## config.mk

```make
export PLATFORM = sky130hd
export DESIGN_NAME = bit_pos_scanner
export DESIGN_NICKNAME = d
export VERILOG_FILES = /design/src/rtl/bit_pos_scanner_pkg.sv /design/src/rtl/bit_pos_scanner_lzc.sv /design/src/rtl/bit_pos_scanner.sv
export SDC_FILE = /design/constraint.sdc
export NUM_CORES = 1
export LEC_CHECK = 0
export CAP_MARGIN = 15
export CORE_MARGIN = 1.5
export CORE_UTILIZATION = 35
export CTS_CLUSTER_SIZE = 25
export DETAILED_ROUTE_END_ITERATION = 16
export GPL_TIMING_DRIVEN = 0
export PLACE_DENSITY = 0.76
export SYNTH_ARGS = -nofsm -noshare
export SYNTH_HDL_FRONTEND = slang
export SYNTH_SLANG_ARGS = --single-unit
```

## constraint.sdc

```tcl
create_clock -name clk_i -period 3.08 [get_ports clk_i]
set_clock_uncertainty 0.05 [all_clocks]
set_input_delay 0.616 -clock clk_i [delete_from_list [all_inputs] [get_ports clk_i]]
set_output_delay 0.616 -clock clk_i [all_outputs]
set_load 0.005 [all_outputs]
```

## src/rtl/bit_pos_scanner_pkg.sv

```systemverilog
// bit_pos_scanner_pkg
//   Shared types and helpers for the bit position scanner.
//   state_e            : scanner FSM states.
//   lowest_set_idx     : index of the lowest set bit (0 for an all-zero mask),
//                        the inverse of building a mask with 1 << idx.
//   lowest_set_onehot  : one-hot vector of the lowest set bit (0 for zero).
//   Helpers operate on MaxWidth-bit vectors; callers zero-extend narrower masks.
package bit_pos_scanner_pkg;

  typedef enum logic {
    IDLE,
    EMIT
  } state_e;

  localparam int unsigned MaxWidth = 256;

  function automatic int unsigned lowest_set_idx(input logic [MaxWidth-1:0] mask);
    int unsigned idx;
    logic        found;
    idx   = 0;
    found = 1'b0;
    for (int unsigned i = 0; i < MaxWidth; i++) begin
      if (!found && mask[i]) begin
        idx   = i;
        found = 1'b1;
      end
    end
    return idx;
  endfunction

  function automatic logic [MaxWidth-1:0] lowest_set_onehot(input logic [MaxWidth-1:0] mask);
    return mask & (~mask + MaxWidth'(1));
  endfunction

endpackage

```

## src/rtl/bit_pos_scanner_lzc.sv

```systemverilog
// lzc
//   Leading/trailing zero counter (common_cells compatible interface).
//   Parameters:
//     WIDTH     : input width.
//     MODE      : 0 = count trailing zeros, 1 = count leading zeros.
//     CNT_WIDTH : width of the count output.
//   Ports:
//     in_i    : vector to scan.
//     cnt_o   : number of zeros before the first set bit in scan order
//               (0 when the input is empty).
//     empty_o : input is all zeros.
module lzc #(
  parameter int unsigned WIDTH     = 2,
  parameter bit          MODE      = 1'b0,
  parameter int unsigned CNT_WIDTH = $clog2(WIDTH)
) (
  input  logic [WIDTH-1:0]     in_i,
  output logic [CNT_WIDTH-1:0] cnt_o,
  output logic                 empty_o
);

  // Leading mode scans a bit-reversed copy so one trailing-order loop serves both.
  logic [WIDTH-1:0] scan;

  for (genvar g = 0; g < WIDTH; g++) begin : g_order
    assign scan[g] = MODE ? in_i[WIDTH-1-g] : in_i[g];
  end

  always_comb begin
    cnt_o   = '0;
    empty_o = 1'b1;
    for (int unsigned i = 0; i < WIDTH; i++) begin
      if (empty_o && scan[i]) begin
        cnt_o   = CNT_WIDTH'(i);
        empty_o = 1'b0;
      end
    end
  end

endmodule

```

## src/rtl/bit_pos_scanner.sv

```systemverilog
// bit_pos_scanner
//   Accepts a WIDTH-bit mask and emits the index of every set bit, lowest
//   first, one per output handshake. An all-zero mask yields a single beat
//   flagged zero_o. No new mask is accepted until the scan completes.
//   Ports:
//     clk_i, rst_ni  : clock, asynchronous active-low reset.
//     mask_i         : mask to scan.
//     mask_valid_i   : mask_i is valid.
//     mask_ready_o   : block accepts a mask (IDLE only).
//     idx_o          : index of the lowest remaining set bit.
//     onehot_o       : one-hot form of idx_o (zero on a zero beat).
//     last_o         : final beat for this mask.
//     zero_o         : the accepted mask was all zeros.
//     idx_valid_o    : output beat valid.
//     idx_ready_i    : consumer takes the beat.
module bit_pos_scanner
  import bit_pos_scanner_pkg::*;
#(
  parameter int unsigned WIDTH    = 32,
  parameter int unsigned IdxWidth = $clog2(WIDTH)
) (
  input  logic                clk_i,
  input  logic                rst_ni,
  input  logic [WIDTH-1:0]    mask_i,
  input  logic                mask_valid_i,
  output logic                mask_ready_o,
  output logic [IdxWidth-1:0] idx_o,
  output logic [WIDTH-1:0]    onehot_o,
  output logic                last_o,
  output logic                zero_o,
  output logic                idx_valid_o,
  input  logic                idx_ready_i
);

  state_e               state;
  state_e               next_state;
  logic [WIDTH-1:0]     remaining;
  logic [IdxWidth-1:0]  lzc_cnt;
  logic                 lzc_empty;
  logic [MaxWidth-1:0]  oh_full;
  logic [WIDTH-1:0]     onehot_rem;
  logic                 handshake;

  lzc #(
    .WIDTH     (WIDTH),
    .MODE      (1'b0),
    .CNT_WIDTH (IdxWidth)
  ) u_tz (
    .in_i    (remaining),
    .cnt_o   (lzc_cnt),
    .empty_o (lzc_empty)
  );

  assign oh_full    = lowest_set_onehot(MaxWidth'(remaining));
  assign onehot_rem = oh_full[WIDTH-1:0];
  assign handshake  = idx_valid_o && idx_ready_i;

  always_ff @(posedge clk_i or negedge rst_ni) begin
    if (!rst_ni) begin
      state <= IDLE;
    end else begin
      state <= next_state;
    end
  end

  always_ff @(posedge clk_i or negedge rst_ni) begin
    if (!rst_ni) begin
      remaining <= '0;
    end else if (state == IDLE && mask_valid_i) begin
      remaining <= mask_i;
    end else if (handshake) begin
      remaining <= remaining & ~onehot_rem;
    end
  end

  // Outputs derive from state and the remaining register only, so backpressure
  // holds them stable and idx_ready_i never reaches idx_valid_o.
  always_comb begin
    next_state   = state;
    mask_ready_o = 1'b0;
    idx_valid_o  = 1'b0;
    idx_o        = '0;
    onehot_o     = '0;
    last_o       = 1'b0;
    zero_o       = 1'b0;
    unique case (state)
      IDLE: begin
        mask_ready_o = 1'b1;
        if (mask_valid_i) begin
          next_state = EMIT;
        end
      end
      EMIT: begin
        idx_valid_o = 1'b1;
        idx_o       = lzc_empty ? '0 : lzc_cnt;
        onehot_o    = onehot_rem;
        zero_o      = lzc_empty;
        last_o      = lzc_empty || ((remaining & ~onehot_rem) == '0);
        if (idx_ready_i && last_o) begin
          next_state = IDLE;
        end
      end
      default: next_state = IDLE;
    endcase
  end

  // Cross-checks between the lzc instance and the package helpers.
  a_zero_detect : assert property (@(posedge clk_i) disable iff (!rst_ni)
    lzc_empty == (remaining == '0));
  a_idx_match : assert property (@(posedge clk_i) disable iff (!rst_ni)
    !lzc_empty |-> (lowest_set_idx(MaxWidth'(remaining)) == 32'(lzc_cnt)));
  a_onehot_fits : assert property (@(posedge clk_i) disable iff (!rst_ni)
    oh_full == MaxWidth'(onehot_rem));

endmodule

```

# Word-level counts from Yosys, hierarchy flattened
# Cells that the tools add are included.
# word_totals
inputBits	36
out_inout_bits	41
regBits	33
# classes
bitwise_logic	5
n_reduce_logical	37
muxes	75
add_sub_neg	1
# ops
op	n
$mux W32	3
$mux W5	18
$and A32 B32 Y32	2
$not A32 Y32	2
$mux W1	39
$logic_and A1 B1 Y1	34
$add A32 B1 Y32 const B	1
$logic_not A32 Y1	1
$mux W4	8
$mux W3	4
$mux W2	2
$pmux W1 S2	1
$reduce_bool A2 Y1	1
$logic_or A1 B1 Y1	1
$not A1 Y1	1

# Depth between registers and ports, before layout
# Gate-level depths: netlist of run 1.
# logic_depth
word_depth	67
depth_mapped	8

# Cells and area by module
# A second synthesis of run 1 with hierarchy kept.
# unflattened
cells_unflattened	370
hier_area_um2	2718.9
# by_module_without_submodules
module	n_inst	area_each_um2	cells_each	seq_area_each_um2
bit_pos_scanner	1	2313.5	298	825.8
lzc	1	405.4	72	0.0

# Least setup slack after synthesis of run 1
# OpenSTA, ideal clock, no wires.
# synth_timing
kind	register to output
start	reg remaining[1]
end	out last_o
path_buffers	2
stages_incl_launch_ff	9
t_arrival_ns	2.581
path_slack_ns	-0.167
required_time_ns	2.414
cell_sequence	dfrtp_1 -> buf_6 -> or4_1 -> buf_2 -> or2_4 -> or4_4 -> a222oi_1 -> nand4_1 -> nor3_1
# synth_between
elab_chain_len	64
# synth_lines
item	line	source
from (decl)	bit_pos_scanner.sv:37	logic [WIDTH-1:0] remaining;
from (signal assigned)	bit_pos_scanner.sv:70	remaining <= mask_i;
from (signal assigned)	bit_pos_scanner.sv:72	remaining <= remaining & ~onehot_rem;
$logic_and A1 B1 Y1	bit_pos_scanner_lzc.sv:33	if (empty_o && scan[i]) begin
$mux W1	bit_pos_scanner_lzc.sv:33	
$logic_and A1 B1 Y1	bit_pos_scanner_lzc.sv:33	
$mux W1	bit_pos_scanner_lzc.sv:33	
$logic_and A1 B1 Y1	bit_pos_scanner_lzc.sv:33	
$mux W1	bit_pos_scanner_lzc.sv:33	
$logic_and A1 B1 Y1	bit_pos_scanner_lzc.sv:33	
$mux W1	bit_pos_scanner_lzc.sv:33	
[48 not listed]	-	
$logic_and A1 B1 Y1	bit_pos_scanner_lzc.sv:33	
$mux W1	bit_pos_scanner_lzc.sv:33	
$logic_and A1 B1 Y1	bit_pos_scanner_lzc.sv:33	
$mux W1	bit_pos_scanner_lzc.sv:33	
$logic_and A1 B1 Y1	bit_pos_scanner_lzc.sv:33	
$mux W1	bit_pos_scanner_lzc.sv:33	
$logic_or A1 B1 Y1 (*)	bit_pos_scanner.sv:98	last_o = lzc_empty || ((remaining & ~onehot_rem) == '0);
$mux W1 (*)	bit_pos_scanner.sv:86	unique case (state)
to (decl)	bit_pos_scanner.sv:29	output logic last_o,
# Mark *: on every way between the ends. The rest lies on a longest branch, timed or not.

# Final worst setup path of run 1
# layout_timing
start	reg remaining[9]
end	out last_o
# layout_between
elab_chain_len	48
# layout_lines
item	line
$logic_and A1 B1 Y1	bit_pos_scanner_lzc.sv:33
$mux W1	bit_pos_scanner_lzc.sv:33
$logic_and A1 B1 Y1	bit_pos_scanner_lzc.sv:33
$mux W1	bit_pos_scanner_lzc.sv:33
$logic_and A1 B1 Y1	bit_pos_scanner_lzc.sv:33
$mux W1	bit_pos_scanner_lzc.sv:33
$logic_and A1 B1 Y1	bit_pos_scanner_lzc.sv:33
$mux W1	bit_pos_scanner_lzc.sv:33
[32 not listed]	-
$logic_and A1 B1 Y1	bit_pos_scanner_lzc.sv:33
$mux W1	bit_pos_scanner_lzc.sv:33
$logic_and A1 B1 Y1	bit_pos_scanner_lzc.sv:33
$mux W1	bit_pos_scanner_lzc.sv:33
$logic_and A1 B1 Y1	bit_pos_scanner_lzc.sv:33
$mux W1	bit_pos_scanner_lzc.sv:33
$logic_or A1 B1 Y1 (*)	bit_pos_scanner.sv:98
$mux W1 (*)	bit_pos_scanner.sv:86
# Marks and branches as above.

==> impl_metrics.csv, run 1 <==
group,metric,value,unit
run_status,status,"finished, violations left",
run_status,failed_checks,"negative setup slack",
setup_path,cp_data_arrival_time,2.90,ns
sta,hold_viol,0,
power,peakVddDrop,0.0003869,V
place,gp_congestion,0.9675,
sta,setup_viol,10,
clock_tree,cts_buffers,5,
clock_tree,cts.sinks,33,
power,p_leak,2.045,nW
clock_tree,cts_tree,"built",
detailed_routing,via_count,3502,
power,p_per_area,1210,nW/um^2
setup_path,cp_max_fo,4,
yosys,synth_enable_flop_cells,0,
setup_path,worstPathCellList,"nor2_2, or4bb_4, or4_4, a222oi_1, nand4_1, nor3_2, buf_2",
floorplanning,pin_count,77,
flow_run,drv_cap,0,
clock_tree,cts_buffer_depth,2,
global_route,grt_pass1_wl,17.51,mm
cells_and_area,diodes,0,
floorplanning,die-area,7736,um^2
floorplanning,fp.dieH,87.96,um
sta,tightestPinTransition,0.8004,ns
yosys,syn_inst,350,
yosys,synth_fp_nets,386,
sta,period_share,1.158,
clock_tree,clk_latency,0.30,ns
sta,layout_setup_ws,-0.4869,ns
sta,min_period,3.567,ns
setup_path,cpMaxStageDelayCell,"or4bb_4",
setup_path,cpPeakStageDelay,0.58,ns
yosys,ys_seq_area_frac,0.3269,
floorplanning,rows,30,
yosys,synth_area,2526,um^2
global_route,grt.overflow.total,0,
sta,fmax,280.4,MHz
setup_path,cp-end-kind,"output pin",
detailed_routing,drt-total-wl,11.65,mm
sta,rsz0062_at_grt,"yes",
global_route,antenna_found_initial,0,
sta,max_slew_margin,0.4664,
detailed_routing,postRouteAntennaNets,0,
setup_path,path_class,"reg -> out",
global_route,grt_max_degree,34,
global_route,grt_util_all_layers,0.3005,
clock_tree,clk_pin_slew,0.08,ns
floorplanning,core_area,6869,um^2
cells_and_area,nets,540,
detailed_routing,dr.first_iter.drc_count,301,
clock_tree,hold_buffers,0,
detailed_routing,post_drt_wl_per_cell,19.38,um
cells_and_area,drive_gt1_frac,0.3545,
cells_and_area,fin_util,0.6459,
yosys,avgSynthCellArea,7.218,um^2
place,place_area,3423,um^2
cells_and_area,final_cell_area,4437,um^2
place,place_ws,-1.020,ns
floorplanning,initial_core_util,0.3678,
cells_and_area,area_delta_synth_final,75.63,%
detailed_routing,drt_pre_antenna_iters,5,
place,dp_hpwl,7.347,mm
clock_tree,cts-root-buf,"clkbuf_8",
clock_tree,h-tree-depth,2,
place,place_inst,522,
floorplanning,die_x,87.96,um
global_route,grt_pass1_vias,3346,
cells_and_area,instances_no_fill,601,
place,port_buffers,76,
yosys,ys_warn_count,0,
setup_path,required,2.41,ns
yosys,yosysUniqueCellTypes,44,
sta,drv_slew,0,
setup_path,start_kind,"flop",
cells_and_area,nFillCells,591,
hold_path,hp-class,"in -> async",
detailed_routing,drcViolationCount,0,
yosys,ys_seq_elements,33,
detailed_routing,avgViaCountPerCell,5.827,
yosys,async_reset_ff_frac,1.000,
yosys,synth_ff_type,"dfrtp_1",
-- cells in the final DEF, fill, tap and decap left out, drive strengths merged, types with 2 or more instances in the layout --
master	n
o21ai	53
nand3	8
buf	93
nand2b	2
nor2	32
nor2b	4
a21oi	5
nor3	20
o31a	2
inv	6
and4	5
nor4	13
and3	13
a31oi	3
clkbuf	32
o311ai	4
a2111oi	5
a21o	3
a222oi	2
o41ai	3
or2	6
clkdlybuf4s50	44
dlygate4sd2	11
nand2	60
nor3b	2
dlymetal6s2s	4
dfrtp	33
a22o	8
o31ai	4
a311o	2
or4	5
nand4	5
-- critical path, delay by kind of cell (launching register included) --
family          cells  cell delay [ns]
simple gates        5             1.64
flops               1             0.45
buf+inv             1             0.14
compound gates      1             0.36
-- report_power, final --
part           internal, mW  total [mW]  switching (mW)
Clock                 0.202       0.381           0.178
Sequential            0.561       0.728           0.167
Combinational          2.11        4.26            2.15
Total                  2.87        5.37            2.50
-- sequential cells by signal, indices dropped and copies added, names as in the netlist --
register   count
state          1
remaining     32
-- synthesized netlist by cell type, drive strengths merged (4+ instances only) --
master	count	share of area
nor2	32	0.048
and3	13	0.032
o311ai	4	0.014
or2	6	0.016
dfrtp	33	0.33
nand3	8	0.016
or4	5	0.016
a22o	8	0.028
o21ai	53	0.11
inv	6	0.0089
nor4	13	0.037
o31ai	4	0.012
nand2	60	0.089
a2111oi	5	0.017
nor2b	4	0.0099
nor3	20	0.040
and4	5	0.017
a21oi	5	0.0099
nand4	5	0.012
clkbuf	29	0.043
-- cell type report --
cell class / instances / area (um^2) / area share
timing repair buffer: 155 / 1336 / 0.3012
sequential: 33 / 844.6 / 0.1904
inverter: 6 / 22.52 / 0.005076
tap: 96 / 120.1 / 0.02707
clock buffer: 7 / 96.34 / 0.02171
clock inverter: 1 / 5.005 / 0.001128
multi-input combinational: 280 / 1902 / 0.4287
buffer: 23 / 110.1 / 0.02482
-- logic make-up (layout without fill, tap and decap cells) --
| logic type | count (synthesis) | after routing | share of synthesized area |
|---|---|---|---|
| DFF | 33 | 33 | 0.3269 |
| and+or+nand+nor | 181 | 181 | 0.3640 |
| buffers and inverters | 37 | 192 | 0.05844 |
| AOI/OAI and AO/OA | 99 | 99 | 0.2506 |
-- final timing paths --
| kind | start | endpoint | slack [ns] | cells after the start |
|---|---|---|---|---|
| worst min-delay path | rst_ni | remaining[8] | 0.35 | 1 |
| worst max register to register | remaining[9] | state | 0.13 | 7 |
| max in group asynchronous | rst_ni | remaining[13] | 2.07 | 1 |
| worst max-delay path | remaining[9] | last_o | -0.49 | 7 |
| min in group clk_i | remaining[27] | remaining[27] | 0.59 | 1 |
| worst min register to register | remaining[27] | remaining[27] | 0.59 | 1 |
-- through the flow --
step	setup TNS, ns	hold WS [ns]	power [mW]
after floorplan	-0.05518	0.2704	2.196
after global placement	-9.724	0.5160	3.202
after detailed placement	-9.877	0.5519	3.230
after CTS	-1.188	0.3848	4.866
after global routing	-2.057	0.4167	5.642
final	-1.142	0.3492	5.370
-- per-layer routing --
layer | up-vias | routed length, um | part of all wire | track usage
met4 | 0 | 221 | 0.019 | 0.08081
met3 | 23 | 985 | 0.085 | 0.04241
met1 | 1678 | 4935 | 0.42 | 0.4130
met5 | - | 0 | 0 | 0
met2 | 198 | 5506 | 0.47 | 0.4934
li1 | 1603 | - | - | -
-- repair_timing --
action	CTS	global route
pin swaps	29	17
gates resized for setup	131	50
buffers inserted	63	18
setup endpoints to repair	33	25
Note: power is estimated with default switching activity, not from simulation.
==> inputs of run 2 (changes only) <==
--- a/config.mk
+++ b/config.mk
@@ -11,7 +11,7 @@
 export CTS_CLUSTER_SIZE = 25
 export DETAILED_ROUTE_END_ITERATION = 16
 export GPL_TIMING_DRIVEN = 0
-export PLACE_DENSITY = 0.76
+export PLACE_DENSITY = 0.74
 export SYNTH_ARGS = -nofsm -noshare
 export SYNTH_HDL_FRONTEND = slang
 export SYNTH_SLANG_ARGS = --single-unit
==> constraint.sdc (replaced) <==
create_clock -name clk_i -period 4.2 [get_ports clk_i]
set_clock_uncertainty 0.05 [all_clocks]
set_input_delay 0.84 -clock clk_i [delete_from_list [all_inputs] [get_ports clk_i]]
set_output_delay 0.84 -clock clk_i [all_outputs]
set_load 0.005 [all_outputs]
==> impl_metrics.csv, run 2 (synthesized netlist as in run 1, its figures left out) <==
group,metric,value,unit
cells_and_area,final_cell_area,3751,um^2
floorplanning,die_x,87.96,um
setup_path,start_kind,"flop",
detailed_routing,postRouteAntennaNets,0,
sta,rsz0062_at_grt,"yes",
setup_path,cp-end-kind,"output pin",
sta,layout_setup_ws,0.1111,ns
place,place_area,3402,um^2
floorplanning,rows,30,
place,place_ws,-0.4893,ns
cells_and_area,drive_gt1_frac,0.1203,
cells_and_area,nets,484,
sta,setup_viol,0,
cells_and_area,largest-register,"remaining",
clock_tree,cts-root-buf,"clkbuf_8",
cells_and_area,diodes,0,
sta,setup_tns,0,ns
place,port_buffers,76,
clock_tree,cts_tree,"built",
power,p_leak,1.544,nW
cells_and_area,final_common_cell,"clkdlybuf4s50_1",
place,dp_hpwl,7.357,mm
floorplanning,fp.dieH,87.96,um
clock_tree,clk_pin_slew,0.08,ns
power,pwr-share-seq,0.176,
cells_and_area,area_delta_synth_final,48.49,%
global_route,grt_pass1_wl,15.81,mm
clock_tree,hold_buffers,0,
floorplanning,core_area,6869,um^2
run_status,status,"finished, final reports clean",
setup_path,worstPathCellList,"buf_6, or4_4, buf_6, buf_4, a2111oi_1, nor3_1, a2111oi_1, nand4_1, nor3_2, buf_2",
power,combPwrFrac,0.729,
sta,hold_viol,0,
sta,tightestPinTransition,0.7629,ns
power,p_sw_frac,0.4866,
setup_path,required,3.31,ns
sta,max_slew_margin,0.4914,
detailed_routing,avgViaCountPerCell,5.793,
sta,drv_slew,0,
power,p_sw,1.440,mW
clock_tree,cts_buffers,5,
setup_path,cpPeakStageDelay,0.51,ns
floorplanning,pin_count,77,
cells_and_area,instances_no_fill,545,
sta,min_period,4.089,ns
power,p_per_area,788.9,nW/um^2
floorplanning,initial_core_util,0.3678,
floorplanning,die-area,7736,um^2
global_route,grt_pass1_vias,2979,
detailed_routing,drt_pre_antenna_iters,6,
global_route,grt_max_degree,34,
clock_tree,cts_buffer_depth,2,
detailed_routing,dr.first_iter.drc_count,280,
global_route,antenna_found_initial,0,
place,gp_congestion,0.9621,
cells_and_area,largest_reg_flops,32,
setup_path,cpMaxStageDelayCell,"or4_4",
sta,fmax,244.6,MHz
clock_tree,cts.sinks,33,
sta,holdWs,0.5564,ns
setup_path,cp_max_fo,8,
setup_path,r2r_slack,1.03,ns
place,place_inst,522,
clock_tree,h-tree-depth,2,
setup_path,cp_data_arrival_time,3.20,ns
power,intPower,1.519,mW
hold_path,hp-class,"in -> async",
cells_and_area,reg_top3,"remaining (32), state (1)",
global_route,grt.overflow.total,0,
global_route,grt_util_all_layers,0.2716,
sta,period_share,0.9736,
detailed_routing,via_count,3157,
power,p_clk_frac,0.095,
cells_and_area,final_cell_mix,"clkdlybuf4s50_1, nand2_1, o21ai_0",
setup_path,path_class,"reg -> out",
clock_tree,clk_latency,0.30,ns
detailed_routing,drcViolationCount,0,
flow_run,drv_cap,0,
detailed_routing,drt-total-wl,10.23,mm
power,peakVddDrop,0.0002983,V
setup_path,ff2ff_path_depth,10,
detailed_routing,post_drt_wl_per_cell,18.77,um
## run 2: area by class of cell
class,instances,area (um^2)
Inverter,6,22.52
Clock inverter,1,5.005
Multi-Input combinational cell,280,1683
Sequential cell,33,828.3
Fill cell,700,3118
Clock buffer,7,96.34
Buffer,31,132.6
Timing Repair Buffer,91,863.3
Tap cell,96,120.1
## run 2: worst paths after layout
| path | from | end |
|---|---|---|
| min | rst_ni | remaining[8] |
| min reg2reg | remaining[25] | remaining[25] |
| max reg2reg | remaining[1] | state |
| max in group asynchronous | rst_ni | remaining[2] |
| min in group clk_i | remaining[25] | remaining[25] |
| max | remaining[1] | last_o |
## run 2: critical path: cells and delay by family (launching register included)
kind                   cells  cell delay, ns
flip-flops                 1            0.37
AND/OR/NAND/NOR            4            1.15
AO/OA/AOI/OAI              2            0.82
buffers and inverters      4            0.55
## run 2: layer usage
| layer | share of wire | global-route usage | vias up |
|---|---|---|---|
| li1 | - | - | 1480 |
| met1 | 0.46 | 0.3832 | 1519 |
| met2 | 0.45 | 0.4268 | 141 |
| met3 | 0.072 | 0.05372 | 17 |
| met4 | 0.015 | 0.06494 | 0 |
| met5 | 0 | 0 | - |
## run 2: metrics by stage
stage	utilization	power, mW
finish	0.5461	2.959
global route	0.5461	3.190
detailed placement	0.4953	2.335
CTS	0.5211	2.717
floorplan	-	1.583
global placement	0.4960	2.321
## run 2: what timing repair did
item | in CTS | in global routing
pin swaps | 3 | 8
gates resized for setup | 12 | 24
buffers inserted | 3 | 12
endpoints found under the setup margin | 9 | 5
## run 2: power by group through the flow
stage / sequential (mW) / combinational (mW) / clock [mW]
after floorplan: 0.475 / 1.11 / 0
after global placement: 0.507 / 1.81 / 0
after detailed placement: 0.511 / 1.82 / 0
after CTS: 0.510 / 1.92 / 0.283
after global routing: 0.531 / 2.36 / 0.301
final: 0.522 / 2.16 / 0.280
==> inputs of run 3 (changes only) <==
--- a/config.mk
+++ b/config.mk
@@ -11,7 +11,8 @@
 export CTS_CLUSTER_SIZE = 25
 export DETAILED_ROUTE_END_ITERATION = 16
 export GPL_TIMING_DRIVEN = 0
-export PLACE_DENSITY = 0.74
+export PLACE_DENSITY = 0.76
+export RECOVER_POWER = 100
 export SYNTH_ARGS = -nofsm -noshare
 export SYNTH_HDL_FRONTEND = slang
 export SYNTH_SLANG_ARGS = --single-unit
==> constraint.sdc (replaced) <==
create_clock -name clk_i -period 3.59 [get_ports clk_i]
set_clock_uncertainty 0.05 [all_clocks]
set_input_delay 0.718 -clock clk_i [delete_from_list [all_inputs] [get_ports clk_i]]
set_output_delay 0.718 -clock clk_i [all_outputs]
set_load 0.005 [all_outputs]
==> impl_metrics.csv, run 3 (synthesized netlist as in run 1, its figures left out) <==
group,metric,value,unit
run_status,failed_checks,"max-capacitance violations, max-slew violations, negative setup slack",
floorplanning,initial_core_util,0.3678,
global_route,grt_max_degree,34,
floorplanning,rows,30,
setup_path,r2r_slack,0.69,ns
detailed_routing,drcViolationCount,0,
cells_and_area,reg_top3,"remaining (32), state (1)",
clock_tree,cts.sinks,33,
setup_path,cp_data_arrival_time,2.99,ns
detailed_routing,post_drt_wl_per_cell,19.09,um
place,dp_hpwl,7.186,mm
sta,max_slew_margin,-0.2618,
hold_path,hp-class,"reg -> reg",
clock_tree,cts_buffers,5,
sta,hold_viol,0,
power,peakVddDrop,0.0003237,V
cells_and_area,final_cell_mix,"clkdlybuf4s50_1, nand2_1, o21ai_0",
clock_tree,clk_latency,0.29,ns
setup_path,cp_max_fo,8,
global_route,grt_pass1_wl,16.64,mm
global_route,grt.overflow.total,0,
clock_tree,cts-root-buf,"clkbuf_8",
sta,drv_slew,34,
setup_path,ff2ff_path_depth,6,
flow_run,drv_cap,1,
floorplanning,core_area,6869,um^2
run_status,status,"finished, violations left",
sta,setup_viol,5,
setup_path,worstPathCellList,"nor2_1, or4bb_1, or4_4, a222oi_1, nand4_1, nor3_2, buf_2",
setup_path,timing.rr.end,"state",
cells_and_area,nets,491,
place,place_area,3402,um^2
floorplanning,pin_count,77,
global_route,antenna_found_initial,0,
place,port_buffers,76,
sta,tightestPinTransition,1.893,ns
clock_tree,clk_pin_slew,0.07,ns
clock_tree,cts_tree,"built",
sta,period_share,1.046,
setup_path,cpMaxStageDelayCell,"or4bb_1",
setup_path,path_class,"reg -> out",
power,finalPower,3.671,mW
power,p_leak,1.646,nW
setup_path,crit_end,"last_o",
sta,layout_setup_ws,-0.1658,ns
cells_and_area,diodes,0,
setup_path,cpPeakStageDelay,0.60,ns
floorplanning,fp.dieH,87.96,um
global_route,grt_pass1_vias,3215,
place,place_ws,-0.9641,ns
cells_and_area,nFillCells,703,
cells_and_area,largest-register,"remaining",
detailed_routing,drt-total-wl,10.54,mm
setup_path,start_kind,"flop",
detailed_routing,dr.first_iter.drc_count,202,
detailed_routing,postRouteAntennaNets,0,
clock_tree,h-tree-depth,2,
cells_and_area,drive_gt1_frac,0.1864,
global_route,grt_util_all_layers,0.2818,
setup_path,cp-end-kind,"output pin",
floorplanning,die-area,7736,um^2
setup_path,reg2reg_from,"remaining[12]",
cells_and_area,final_cell_area,3913,um^2
place,gp_congestion,0.9565,
detailed_routing,via_count,3207,
setup_path,required,2.82,ns
cells_and_area,largest_reg_flops,32,
power,p_per_area,938.3,nW/um^2
clock_tree,cts_buffer_depth,2,
cells_and_area,area_delta_synth_final,54.88,%
setup_path,critical_path.startpoint,"remaining[12]",
sta,setup_tns,-0.3625,ns
detailed_routing,drt_pre_antenna_iters,7,
sta,fmax,266.3,MHz
floorplanning,die_x,87.96,um
detailed_routing,avgViaCountPerCell,5.810,
sta,rsz0062_at_grt,"yes",
sta,min_period,3.756,ns
cells_and_area,final_common_cell,"clkdlybuf4s50_1",
## run 3: power by group
part           internal, mW  leakage [nW]  total (mW)  switching (mW)
clock                 0.138        0.0395       0.284           0.146
combinational          1.28          1.18        2.72            1.44
sequential            0.476         0.428       0.667           0.191
total                  1.89          1.65        3.67            1.78
## run 3: layout make-up
| type | instances | area, um^2 | share of cell area |
|---|---|---|---|
| repair buffers | 108 | 989.7 | 0.2530 |
| multi-input cells | 280 | 1779 | 0.4548 |
| clock buffers | 8 | 80.08 | 0.02047 |
| plain buffers | 21 | 83.83 | 0.02143 |
| well taps | 96 | 120.1 | 0.03070 |
| inverters | 6 | 22.52 | 0.005756 |
| flip-flops and latches | 33 | 837.1 | 0.2139 |
## run 3: routing by layer
layer	vias up	GRT usage	wire length [um]
li1	1498	-	-
met1	1546	0.3806	4742
met2	147	0.4733	4936
met3	16	0.05090	704
met4	0	0.05339	151
met5	-	0	0
## run 3: worst min path at each step
stage	startpoint	to	slack, ns	depth (start not counted)
floorplan	rst_ni	remaining[0]	0.37	0
global placement	remaining[25]	remaining[25]	0.52	1
detailed placement	remaining[25]	remaining[25]	0.53	1
CTS	rst_ni	remaining[8]	0.48	1
global route	remaining[25]	remaining[25]	0.54	1
finish	remaining[25]	remaining[25]	0.54	1
## run 3: metrics by stage
stage | std cells | hold slack [ns] | util
floorplan | 350 | 0.3724 | -
global placement | 522 | 0.5212 | 0.4960
detailed placement | 522 | 0.5286 | 0.4953
CTS | 548 | 0.4816 | 0.5545
global route | 552 | 0.5435 | 0.5696
finish | 552 | 0.5366 | 0.5696
## run 3: worst max-delay path: cells and delay by family (launching register included)
kind,cells,cell delay (ns)
AO/OA/AOI/OAI,1,0.37
buffers and inverters,1,0.14
flip-flops,1,0.50
AND/OR/NAND/NOR,5,1.69
## run 3: timing repair
item / CTS / global route
gates resized for setup: 44 / 31
endpoints found under the hold margin: 0 / 0
gates cloned: 0 / 0
buffers inserted: 23 / 9
hold buffers: 0 / 0
pin swaps: 11 / 4
endpoints found under the setup margin: 25 / 21
